## config.mk

```make
export PLATFORM = sky130hd
export DESIGN_NAME = snn_sram_arbiter
export DESIGN_NICKNAME = d
export VERILOG_FILES = /design/src/rtl/snn_sram_arbiter.sv
export SDC_FILE = /design/constraint.sdc
export NUM_CORES = 1
export LEC_CHECK = 0
export CELL_PAD_IN_SITES_DETAIL_PLACEMENT = 0
export CELL_PAD_IN_SITES_GLOBAL_PLACEMENT = 1
export CORE_AREA = 4 4 66 74
export DETAILED_ROUTE_END_ITERATION = 12
export DIE_AREA = 0 0 70 78
export PLACE_DENSITY_LB_ADDON = 0.1
export SYNTH_ARGS = -nofsm -noshare
export SYNTH_HDL_FRONTEND = slang
export SYNTH_SLANG_ARGS = --single-unit
```

## constraint.sdc

```tcl
create_clock -name wb_clk_i -period 3.9 [get_ports wb_clk_i]
set_clock_uncertainty 0.15 [all_clocks]
set_input_delay 0.78 -clock wb_clk_i [delete_from_list [all_inputs] [get_ports wb_clk_i]]
set_output_delay 0.78 -clock wb_clk_i [all_outputs]
set_load 0.005 [all_outputs]
```

## src/rtl/snn_sram_arbiter.sv

```systemverilog
// snn_sram_arbiter
// Shares one single-port SRAM (1-cycle read latency) between the Wishbone
// host path and the inference engine. The engine normally wins contention;
// a saturating wait counter forces a host grant after HOST_MAX_WAIT denied
// cycles. Host writes are held off while inference is running (lock_i).
module snn_sram_arbiter #(
  parameter int ADDR_W        = 10,
  parameter int DATA_W        = 8,
  parameter int HOST_MAX_WAIT = 4
) (
  input  logic              wb_clk_i,
  input  logic              wb_rst_i,
  input  logic              lock_i,
  input  logic              host_req_i,
  input  logic              host_we_i,
  input  logic [ADDR_W-1:0] host_addr_i,
  input  logic [DATA_W-1:0] host_wdata_i,
  output logic              host_gnt_o,
  output logic              host_rvalid_o,
  output logic [DATA_W-1:0] host_rdata_o,
  input  logic              eng_req_i,
  input  logic [ADDR_W-1:0] eng_addr_i,
  output logic              eng_gnt_o,
  output logic              eng_rvalid_o,
  output logic [DATA_W-1:0] eng_rdata_o,
  output logic              sram_csb_o,
  output logic              sram_web_o,
  output logic [ADDR_W-1:0] sram_addr_o,
  output logic [DATA_W-1:0] sram_din_o,
  input  logic [DATA_W-1:0] sram_dout_i,
  output logic [3:0]        host_wait_o
);

  localparam logic [3:0] MAX_WAIT = 4'(HOST_MAX_WAIT);

  // Who owns the data coming out of the SRAM in the current cycle.
  typedef enum logic [1:0] {
    OWN_NONE = 2'd0,
    OWN_HOST = 2'd1,
    OWN_ENG  = 2'd2
  } owner_t;

  owner_t     owner_reg, owner_next;
  logic [3:0] host_wait_reg, host_wait_next;
  logic       host_elig;
  logic       host_win;
  logic       eng_win;

  // Arbitration: engine priority unless the host has waited its full budget.
  // Grants are forced low while reset is asserted.
  always_comb begin
    host_elig = host_req_i && !(host_we_i && lock_i);
    host_win  = 1'b0;
    eng_win   = 1'b0;
    if (!wb_rst_i) begin
      if (host_elig && (!eng_req_i || host_wait_reg == MAX_WAIT)) begin
        host_win = 1'b1;
      end else if (eng_req_i) begin
        eng_win = 1'b1;
      end
    end
  end

  // Next wait count and next read-return owner.
  always_comb begin
    host_wait_next = host_wait_reg;
    owner_next     = OWN_NONE;
    if (!host_req_i || host_win) begin
      host_wait_next = 4'd0;
    end else if (host_elig) begin
      if (host_wait_reg != MAX_WAIT) begin
        host_wait_next = host_wait_reg + 4'd1;
      end
    end
    // A write locked out only by lock_i leaves the count untouched.
    if (host_win && !host_we_i) begin
      owner_next = OWN_HOST;
    end else if (eng_win) begin
      owner_next = OWN_ENG;
    end
  end

  // State registers; async reset discards any read still in flight.
  always_ff @(posedge wb_clk_i or posedge wb_rst_i) begin
    if (wb_rst_i) begin
      owner_reg     <= OWN_NONE;
      host_wait_reg <= 4'd0;
    end else begin
      owner_reg     <= owner_next;
      host_wait_reg <= host_wait_next;
    end
  end

  // SRAM port mux: quiet (deselected, zero bus) on idle cycles.
  always_comb begin
    sram_csb_o  = 1'b1;
    sram_web_o  = 1'b1;
    sram_addr_o = '0;
    sram_din_o  = '0;
    if (host_win) begin
      sram_csb_o  = 1'b0;
      sram_web_o  = !host_we_i;
      sram_addr_o = host_addr_i;
      sram_din_o  = host_wdata_i;
    end else if (eng_win) begin
      sram_csb_o  = 1'b0;
      sram_addr_o = eng_addr_i;
    end
  end

  assign host_gnt_o    = host_win;
  assign eng_gnt_o     = eng_win;
  assign host_wait_o   = host_wait_reg;
  assign host_rvalid_o = (owner_reg == OWN_HOST);
  assign eng_rvalid_o  = (owner_reg == OWN_ENG);
  assign host_rdata_o  = host_rvalid_o ? sram_dout_i : '0;
  assign eng_rdata_o   = eng_rvalid_o ? sram_dout_i : '0;

endmodule

```

# Yosys cells after proc, flatten, opt, wreduce, memory -nomap -nowiden
# Cells that the tools add are included.
# classes
addsub,1
n_reduce_logical,13
mux,18
eq_ne,4
# op_table
op,n
2-to-1 mux 8 bit,3
2-to-1 mux 10 bit,2
2-to-1 mux 4 bit,3
2-to-1 mux 1 bit,8
"adder 4 x 1 -> 4 bit, second input constant",1
"== test 4 x 3 -> 1 bit, second input constant",1
logical AND 1 bit,4
logical NOT 1 bit,4
2-to-1 mux 2 bit,2
"!= test 4 x 3 -> 1 bit, second input constant",1
nonzero test 2 bit,2
"== test 2 x 1 -> 1 bit, second input constant",1
"== test 2 bit, second input constant",1
logical OR 1 bit,2
AND reduction 2 bit,1
# totals
input_bits,42
regBits,6
word_cells,38
out_inout_bits,44

# Depth between registers and ports, before layout
# Gate-level depths: netlist (run 1).
# logic_depth
word_depth,9
ltp_mapped,6
depth_no_buf,5

# Least setup slack after synthesis (run 1)
# OpenSTA, ideal clock, no wires.
# synth_path
path_kind,input-to-output
start,input host_we_i
end,output sram_addr_o[0]
required_time_ps,2970
setup_slack_ps,1188
t_arrival_ps,1782
stages,5
path_cell_list,and2_1 > buf_6 > a2111oi_4 > buf_6 > a22o_1
# synth_between
elab_chain_len,8
# synth_rtl
item,line_no,text
from (decl),15,"input logic host_we_i,"
logical AND 1 bit *,52,host_elig = host_req_i && !(host_we_i && lock_i);
logical NOT 1 bit *,52,
logical AND 1 bit *,52,
logical AND 1 bit *,56,if (host_elig && (!eng_req_i || host_wait_reg == MAX_WAIT)) begin
2-to-1 mux 1 bit,56,
2-to-1 mux 1 bit,55,if (!wb_rst_i) begin
2-to-1 mux 10 bit,105,end else if (eng_win) begin
2-to-1 mux 10 bit *,100,if (host_win) begin
to (decl),28,"output logic [ADDR_W-1:0] sram_addr_o,"
# Mark *: on every way between the ends. The rest lies on a longest branch, timed or not.

# Final worst setup path (run 1)
# layout_path
start,input host_we_i
end,output sram_addr_o[7]
# Same word-level chain as after synthesis.

==> results of run 1 <==
## per-stage QoR
stage,cells,hold WS [ps],util
2_1_floorplan,78,432,-
3_3_place_gp,214,444,0.375
3_5_place_dp,214,446,0.375
4_1_cts,217,455,0.385
5_1_grt,217,485,0.385
6_report,217,449,0.385
## how the worst min path moves through the flow
stage | end | slack [ps] | cells after the start
floorplan | host_wait_o[3]$_DFFE_PP0P_ | 430 | 2
global placement | host_wait_o[3]$_DFFE_PP0P_ | 440 | 2
detailed placement | host_wait_o[3]$_DFFE_PP0P_ | 450 | 2
CTS | host_wait_o[3]$_DFFE_PP0P_ | 450 | 2
global route | host_wait_o[3]$_DFFE_PP0P_ | 480 | 2
finish | host_wait_o[3]$_DFFE_PP0P_ | 450 | 2
## critical path, delay by kind of cell
family | cells | cell delay (ps)
buf+inv | 3 | 1240
compound gates | 2 | 530
simple gates | 1 | 220
## cell usage in the layout, fill, tap and decap left out
cell type        count
a2111oi_4            1
inv_1                4
o21ai_0              3
dfrtp_1              6
a22o_1              10
o311a_1              2
or4_1                1
and2_1              25
nand3b_4             1
buf_4                3
nand3_1              3
ha_1                 2
and2b_1              1
and3b_1              1
clkbuf_8             3
nor2b_1              2
clkdlybuf4s50_1     85
and4_1               1
nand2_1              2
nor4_1               1
a211oi_1             4
a21oi_1              2
## report_power, final
group	leakage [nW]	total [mW]	switching, mW	internal (mW)
Sequential	0.0811	0.0684	0.00302	0.0654
Clock	0.0216	0.0897	0.0237	0.0660
Combinational	0.534	0.114	0.0354	0.0786
## cell families after synthesis
| group | after synthesis | share of synthesized area |
|---|---|---|
| simple gates | 38 | 0.370 |
| fa+ha+maj | 2 | 0.0370 |
| buf+inv | 10 | 0.0906 |
| compound gates | 22 | 0.281 |
| flops | 6 | 0.222 |
## synthesized netlist by cell type (2+ instances only)
library cell / count / area (um^2)
nand3_1: 3 / 15.0
a22o_1: 10 / 87.6
inv_1: 4 / 15.0
o311a_1: 2 / 20.0
nor2b_1: 2 / 12.5
nand2_1: 2 / 7.51
clkbuf_1: 2 / 7.51
o21ai_0: 3 / 15.0
ha_1: 2 / 25.0
and2_1: 25 / 156
dfrtp_1: 6 / 150
a211oi_1: 4 / 30.0
a21oi_1: 2 / 10.0
buf_6: 3 / 33.8
## metal layers
layer,vias to the layer above,share of wire,track usage
met3,0,0.15,0.0544
li1,454,-,-
met5,-,0,0
met4,0,0,0.0172
met1,408,0.37,0.0940
met2,64,0.48,0.160
## area by class of cell
type | instances | share of cell area
Tap cell | 54 | 0.0419
Clock buffer | 3 | 0.0256
Multi-Input combinational cell | 62 | 0.289
Sequential cell | 6 | 0.0931
Timing Repair Buffer | 88 | 0.542
Inverter | 4 | 0.00931
==> metrics, run 1 <==
First-pass DRT Iterations=4; Setup crit start kind=primary input; total track usage=0.0912; crit-path cells=clkdlybuf4s50_1 -> and2_1 -> a2111oi_4 -> buf_4 -> a22o_1 -> clkdlybuf4s50_1; vias=926; VDD IR-drop max=64.1 uV; Core Rows=25; Gates resized, CTS repair=0; initial antenna violation count=0; number of nets with antenna violations after routing=0; leakage=0.637 nW; CP max stage cell=clkdlybuf4s50_1; overall power=0.272 mW; antenna cells=0; sequential element share of the synthesized area=0.222; power density over the cells=169 mW/mm^2; Max clock buf depth=2; worst skew pair latency=220 ps; worst-path fanout max=20; post-route setup TNS=0 ps; syn nets=122; FILL cells=420; Worst setup EP type=primary output; Largest register FFs=4; RSZ-0062 raised after global routing=false; CTS Buf Count=3; routability cong.=0.779; routed len/inst=12.0 um; Slew Viols, Final=0; Setup Buffers After CTS=0; vias in the first global route=929; Tcrit/Tclk final=0.951; Slew headroom=0.635; ys async rst share=1.00; Crit. Startpoint=host_we_i; root buf cell=clkbuf_8; die area=0.00546 mm^2; Worst Hold Class=reg -> reg; setup ws final=189 ps; crit-path most repeated cell=clkdlybuf4s50_1; YS warnings=0; CTS tree=built; max-capacitance violation count=0; slowest stage delay, CP=500 ps; Layout area overhead=138%; fin crit period=3710 ps; f_max=270 MHz; cell area after synthesis=677 um^2; Setup WS pre-CTS=177 ps; total congestion overflow=0; R2R Path End=host_wait_o[2]$_DFFE_PP0P_; Via density=4.27; residual DRC count=0; layout cell share with drive strength beyond 1=0.0491; Die Y=78 um; placed wire-length estimate=2.24 mm; first-pass GRT wire length=4.10 mm; Syn Inst Count=78; number of hold buffers added after CTS=0; status=complete, no violations; Synth Flop Type=dfrtp_1; Initial Util=0.161; Register Area=150 um^2; TritonCTS Sinks=6; Multi-input gate area=465 um^2; NumNets Final=209; Design Area, Final=0.00161 mm^2; IO Port Bufs=85; initial drt markers=19; clk slew on worst S/H paths=40 ps; reg2reg setup slack=2070 ps; DP Area=0.00157 mm^2; Yosys cell types=22; final wirelength=2.60 mm; final hold vios=0; pin count of the biggest net entering global routing=21; setup violators final=0; CP arrival=2780 ps; RR Startpoint=host_wait_o[0]$_DFFE_PP0P_; Crit path required time=2970 ps; Syn Area/Cell=8.68 um^2; Least-Margin Pin Slew=545 ps; Setup crit end=sram_addr_o[7]; hold_sp=host_wait_o[3]$_DFFE_PP0P_; area of the core=0.00419 mm^2; H-tree Lvls=1; reg2reg path depth=5; Die X=70 um; IO Pins=86; register bit total from synthesis=6; EDFF count, synth=0; critical path class=in -> out
No activity file was read; power rests on OpenSTA's default activity.
==> inputs of run 2 (changes only) <==
--- a/config.mk
+++ b/config.mk
@@ -7,9 +7,9 @@
 export LEC_CHECK = 0
 export CELL_PAD_IN_SITES_DETAIL_PLACEMENT = 0
 export CELL_PAD_IN_SITES_GLOBAL_PLACEMENT = 1
-export CORE_AREA = 4 4 66 74
+export CORE_AREA = 2 2 64 72
 export DETAILED_ROUTE_END_ITERATION = 12
-export DIE_AREA = 0 0 70 78
+export DIE_AREA = 0 0 66 74
 export PLACE_DENSITY_LB_ADDON = 0.1
 export SYNTH_ARGS = -nofsm -noshare
 export SYNTH_HDL_FRONTEND = slang
==> constraint.sdc (replaced) <==
create_clock -name wb_clk_i -period 3.9 [get_ports wb_clk_i]
set_clock_uncertainty 0.15 [all_clocks]
set_input_delay 0.39 -clock wb_clk_i [delete_from_list [all_inputs] [get_ports wb_clk_i]]
set_output_delay 0.39 -clock wb_clk_i [all_outputs]
set_load 0.005 [all_outputs]
==> run 2 against run 1 <==
  * Utilization is 0.36 points lower
  * Clock power rose by 2%
  * Via count shrank 3.5%
  * Combinational power barely moved
  * Die area shrank 11%
  * Critical path depth is 1 higher
  * Maximum frequency rose by 14%
  * First-iteration DRC count down 32%
  * Critical path type is now reg -> out
  * Critical endpoint is now sram_addr_o[0]
==> metrics, run 2 (synthesis results as in run 1) <==
Setup crit start kind=flip-flop; RSZ-0062 raised after global routing=false; Max clock buf depth=2; pin count of the biggest net entering global routing=13; f_max=309 MHz; setup ws final=659 ps; Via density=4.16; Layout area overhead=136%; placed wire-length estimate=2.23 mm; Worst setup EP type=primary output; worst skew pair latency=220 ps; critical path's top delay family=buffers and inverters; clk slew on worst S/H paths=40 ps; CP max stage cell=a2111oi_4; Tcrit/Tclk final=0.831; worst-path fanout max=12; final hold vios=0; Slew Viols, Final=0; Die X=66 um; Setup Buffers After CTS=0; Die Y=74 um; critical path class=reg -> out; antenna cells=0; H-tree Lvls=1; area of the core=0.00419 mm^2; number of hold buffers added after CTS=0; max-capacitance violation count=0; worst hold slack=377 ps; IO Pins=86; leakage=0.627 nW; routability cong.=0.822; total track usage=0.104; post-route setup TNS=0 ps; Placed Cells=212; total congestion overflow=0; TritonCTS Sinks=6; first-pass GRT wire length=4.02 mm; initial antenna violation count=0; Slew headroom=0.605; Initial Util=0.161; First-pass DRT Iterations=4; slowest stage delay, CP=640 ps; VDD IR-drop max=71.5 uV; DP Area=0.00156 mm^2; die area=0.00488 mm^2; overall power=0.272 mW; root buf cell=clkbuf_8; number of nets with antenna violations after routing=0; Final Util=0.381; vias=894; fin crit period=3240 ps; Design Area, Final=0.00160 mm^2; vias in the first global route=899; Final Non-Filler Cells=215; CP arrival=2700 ps; power density over the cells=170 mW/mm^2; final wirelength=2.60 mm; initial drt markers=13; CTS tree=built; IO Port Bufs=85; commonest non-fill, non-tap cell in the layout=clkdlybuf4s50_1; Core Rows=25; CP bufs+invs=3; commonest cells after routing, fill and taps aside=85 x clkdlybuf4s50_1, 25 x and2_1, 10 x a22o_1, 6 x dfrtp_1; Worst Hold Class=in -> async; routed len/inst=12.1 um; Crit path required time=3360 ps; Setup WS pre-CTS=640 ps; Largest register FFs=4; Least-Margin Pin Slew=592 ps; crit-path cells=inv_1 -> ha_1 -> nand3b_4 -> a2111oi_4 -> buf_4 -> a22o_1 -> clkdlybuf4s50_1; layout cell share with drive strength beyond 1=0.0373; residual DRC count=0; CTS Buf Count=3; NumNets Final=207; setup violators final=0; status=complete, no violations; Gates resized, CTS repair=0
-- run 2: cell count changes in the layout (fill, tap and decap cells not counted), sizes merged --
cell and delta:
buf -2
-- run 2: cell type report --
type                       count  area [um^2]
fill                         460         2590
tap                           54         67.6
multi-input combinational     62          465
timing repair buffer          86          858
clock buffer                   3         41.3
inverter                       4         15.0
sequential                     6          150
-- run 2: report_power, final --
group	internal, mW	total (mW)	switching, mW
Sequential	0.0653	0.0686	0.00321
Combinational	0.0773	0.112	0.0346
Clock	0.0662	0.0915	0.0253
-- run 2: worst paths after layout --
check	from	end	slack (ps)	cells after the start
min reg2reg	host_wait_o[3]$_DFFE_PP0P_	host_wait_o[3]$_DFFE_PP0P_	460	2
max in group asynchronous	wb_rst_i	host_wait_o[3]$_DFFE_PP0P_	2990	2
max reg2reg	host_wait_o[0]$_DFFE_PP0P_	owner_reg[0]$_DFF_PP0_	1940	5
min in group wb_clk_i	host_wait_o[3]$_DFFE_PP0P_	host_wait_o[3]$_DFFE_PP0P_	460	2
max	host_wait_o[0]$_DFFE_PP0P_	sram_addr_o[0]	660	7
min	wb_rst_i	host_wait_o[0]$_DFFE_PP0P_	380	2
-- run 2: layer usage --
layer	GRT usage	wire length [um]	vias up
met5	0	0	-
met4	0.0408	22	0
met3	0.0227	257	2
met2	0.210	1410	56
met1	0.103	903	389
li1	-	-	447
==> inputs of run 3 (changes only) <==
--- a/config.mk
+++ b/config.mk
@@ -7,9 +7,9 @@
 export LEC_CHECK = 0
 export CELL_PAD_IN_SITES_DETAIL_PLACEMENT = 0
 export CELL_PAD_IN_SITES_GLOBAL_PLACEMENT = 1
-export CORE_AREA = 2 2 64 72
+export CORE_AREA = 2 2 66 74
 export DETAILED_ROUTE_END_ITERATION = 12
-export DIE_AREA = 0 0 66 74
+export DIE_AREA = 0 0 68 76
 export PLACE_DENSITY_LB_ADDON = 0.1
 export SYNTH_ARGS = -nofsm -noshare
 export SYNTH_HDL_FRONTEND = slang
==> constraint.sdc (replaced) <==
create_clock -name wb_clk_i -period 3.3 [get_ports wb_clk_i]
set_clock_uncertainty 0.15 [all_clocks]
set_input_delay 0.33 -clock wb_clk_i [delete_from_list [all_inputs] [get_ports wb_clk_i]]
set_output_delay 0.33 -clock wb_clk_i [all_outputs]
set_load 0.005 [all_outputs]
==> run 3 against run 2 <==
  * Die area increased by 5.8%
  * Via count is 1.6% higher
  * Utilization is 2.3 points lower
  * Clock power is 18% higher
  * Global-route usage is 0.48 points lower
  * Register-to-register slack got worse by 570 ps
  * Non-clock buffer count increased by 1
  * Worst hold slack worse by 10 ps
  * Largest cell class unchanged
  * Largest power group unchanged
  * Highest routed layer is now met3
==> metrics, run 3 (synthesis results as in run 1) <==
status=complete, no violations; CTS Buf Count=3; vias=908; initial drt markers=5; GRT met3 Usage=0.0295; reg2reg setup slack=1370 ps; fin crit period=2940 ps; GRT busiest layer=met2; antenna cells=0; GRT met1 Usage=0.120; IO Port Bufs=85; Worst setup EP type=primary output; Die Y=76 um; worst-path fanout max=22; first-pass GRT wire length=4.13 mm; power density over the cells=201 mW/mm^2; Gates resized, CTS repair=0; post-route setup TNS=0 ps; Setup crit start kind=flip-flop; R2R Path End=owner_reg[0]$_DFF_PP0_; overall power=0.323 mW; vias in the first global route=864; Setup Buffers After CTS=0; Least-Margin Pin Slew=568 ps; Largest register FFs=4; VDD IR-drop max=155 uV; Core Rows=26; Psw=0.0748 mW; CTS tree=built; First-pass DRT Iterations=4; Slew headroom=0.619; total congestion overflow=0; Final Non-Filler Cells=218; Via density=4.17; Cell Int Power=0.248 mW; setup ws final=363 ps; leakage=0.632 nW; RSZ-0062 raised after global routing=false; routed len/inst=12.0 um; clk slew on worst S/H paths=40 ps; die area=0.00517 mm^2; number of nets with antenna violations after routing=0; grt met2 use=0.178; placed wire-length estimate=2.20 mm; Max clock buf depth=2; Sw Share=0.232; Die X=68 um; Layout area overhead=138%; RR Startpoint=host_wait_o[0]$_DFFE_PP0P_; final hold vios=0; TritonCTS Sinks=6; Initial Util=0.151; critical path class=reg -> out; Setup WS pre-CTS=445 ps; reg2reg path depth=6; residual DRC count=0; logic gate share of total power=0.415; IO Pins=86; total track usage=0.0996; NumNets Final=208; final wirelength=2.63 mm; f_max=340 MHz; worst skew pair latency=220 ps; pin count of the biggest net entering global routing=23; CP arrival=2460 ps; max-capacitance violation count=0; Tcrit/Tclk final=0.890; area of the core=0.00449 mm^2; sequential share of power=0.250; number of hold buffers added after CTS=0; commonest non-fill, non-tap cell in the layout=clkdlybuf4s50_1; setup violators final=0; H-tree Lvls=1; Clock Power Share=0.334; Worst Hold Class=in -> async; layout cell share with drive strength beyond 1=0.0432; Placed Cells=215; Slew Viols, Final=0; initial antenna violation count=0; Crit path required time=2820 ps; commonest cells after routing, fill and taps aside=85 x clkdlybuf4s50_1, 25 x and2_1, 10 x a22o_1, 6 x dfrtp_1; root buf cell=clkbuf_8; routability cong.=0.757
-- run 3: changes by cell type in the layout (fill, tap and decap cells not counted), sizes merged --
cell / delta
buf: +1
-- run 3: critical path, cell delays in order (launching register included) --
cell             delay (ps)
dfrtp_1                 410
inv_1                   100
ha_1                    230
nand3b_4                140
a2111oi_4               370
buf_4                   290
a22o_1                  170
clkdlybuf4s50_1         520
-- run 3: worst max path at each step --
stage                                     startpoint        endpoint  slack (ps)  depth (start not counted)
after floorplan           host_wait_o[0]$_DFFE_PP0P_  sram_addr_o[0]        1230                          6
after global placement                     host_we_i  sram_addr_o[4]         480                          6
after CTS                 host_wait_o[0]$_DFFE_PP0P_  sram_addr_o[4]         360                          7
after global routing      host_wait_o[0]$_DFFE_PP0P_  sram_addr_o[5]         220                          7
final                     host_wait_o[0]$_DFFE_PP0P_  sram_addr_o[4]         360                          7
after detailed placement                   host_we_i  sram_addr_o[4]         440                          6
-- run 3: power groups by stage --
stage / combinational, mW / clock, mW / sequential, mW
2_1_floorplan: 0.0413 / 0 / 0.0812
3_3_place_gp: 0.134 / 0 / 0.0817
3_5_place_dp: 0.135 / 0 / 0.0818
4_1_cts: 0.136 / 0.110 / 0.0808
5_1_grt: 0.146 / 0.115 / 0.0812
6_report: 0.134 / 0.108 / 0.0807
-- run 3: layout make-up --
| type | count | area, um^2 |
|---|---|---|
| Inverter | 4 | 15.0 |
| Timing Repair Buffer | 87 | 866 |
| Tap cell | 56 | 70.1 |
| Fill cell | 458 | 2880 |
| Clock buffer | 3 | 41.3 |
| Sequential cell | 6 | 150 |
| Multi-Input combinational cell | 62 | 465 |
-- run 3: metrics by stage --
stage | utilization | hold slack (ps) | area, um^2
after floorplan | - | -4.32 | 677
after global placement | 0.349 | 469 | 1570
after detailed placement | 0.349 | 456 | 1570
after CTS | 0.358 | 375 | 1610
after global routing | 0.358 | 406 | 1610
final | 0.358 | 367 | 1610
-- run 3: metal layers --
layer | routed length [um] | up-vias
li1 | - | 450
met1 | 1020 | 405
met2 | 1360 | 53
met3 | 249 | 0
met4 | 0 | 0
met5 | 0 | -
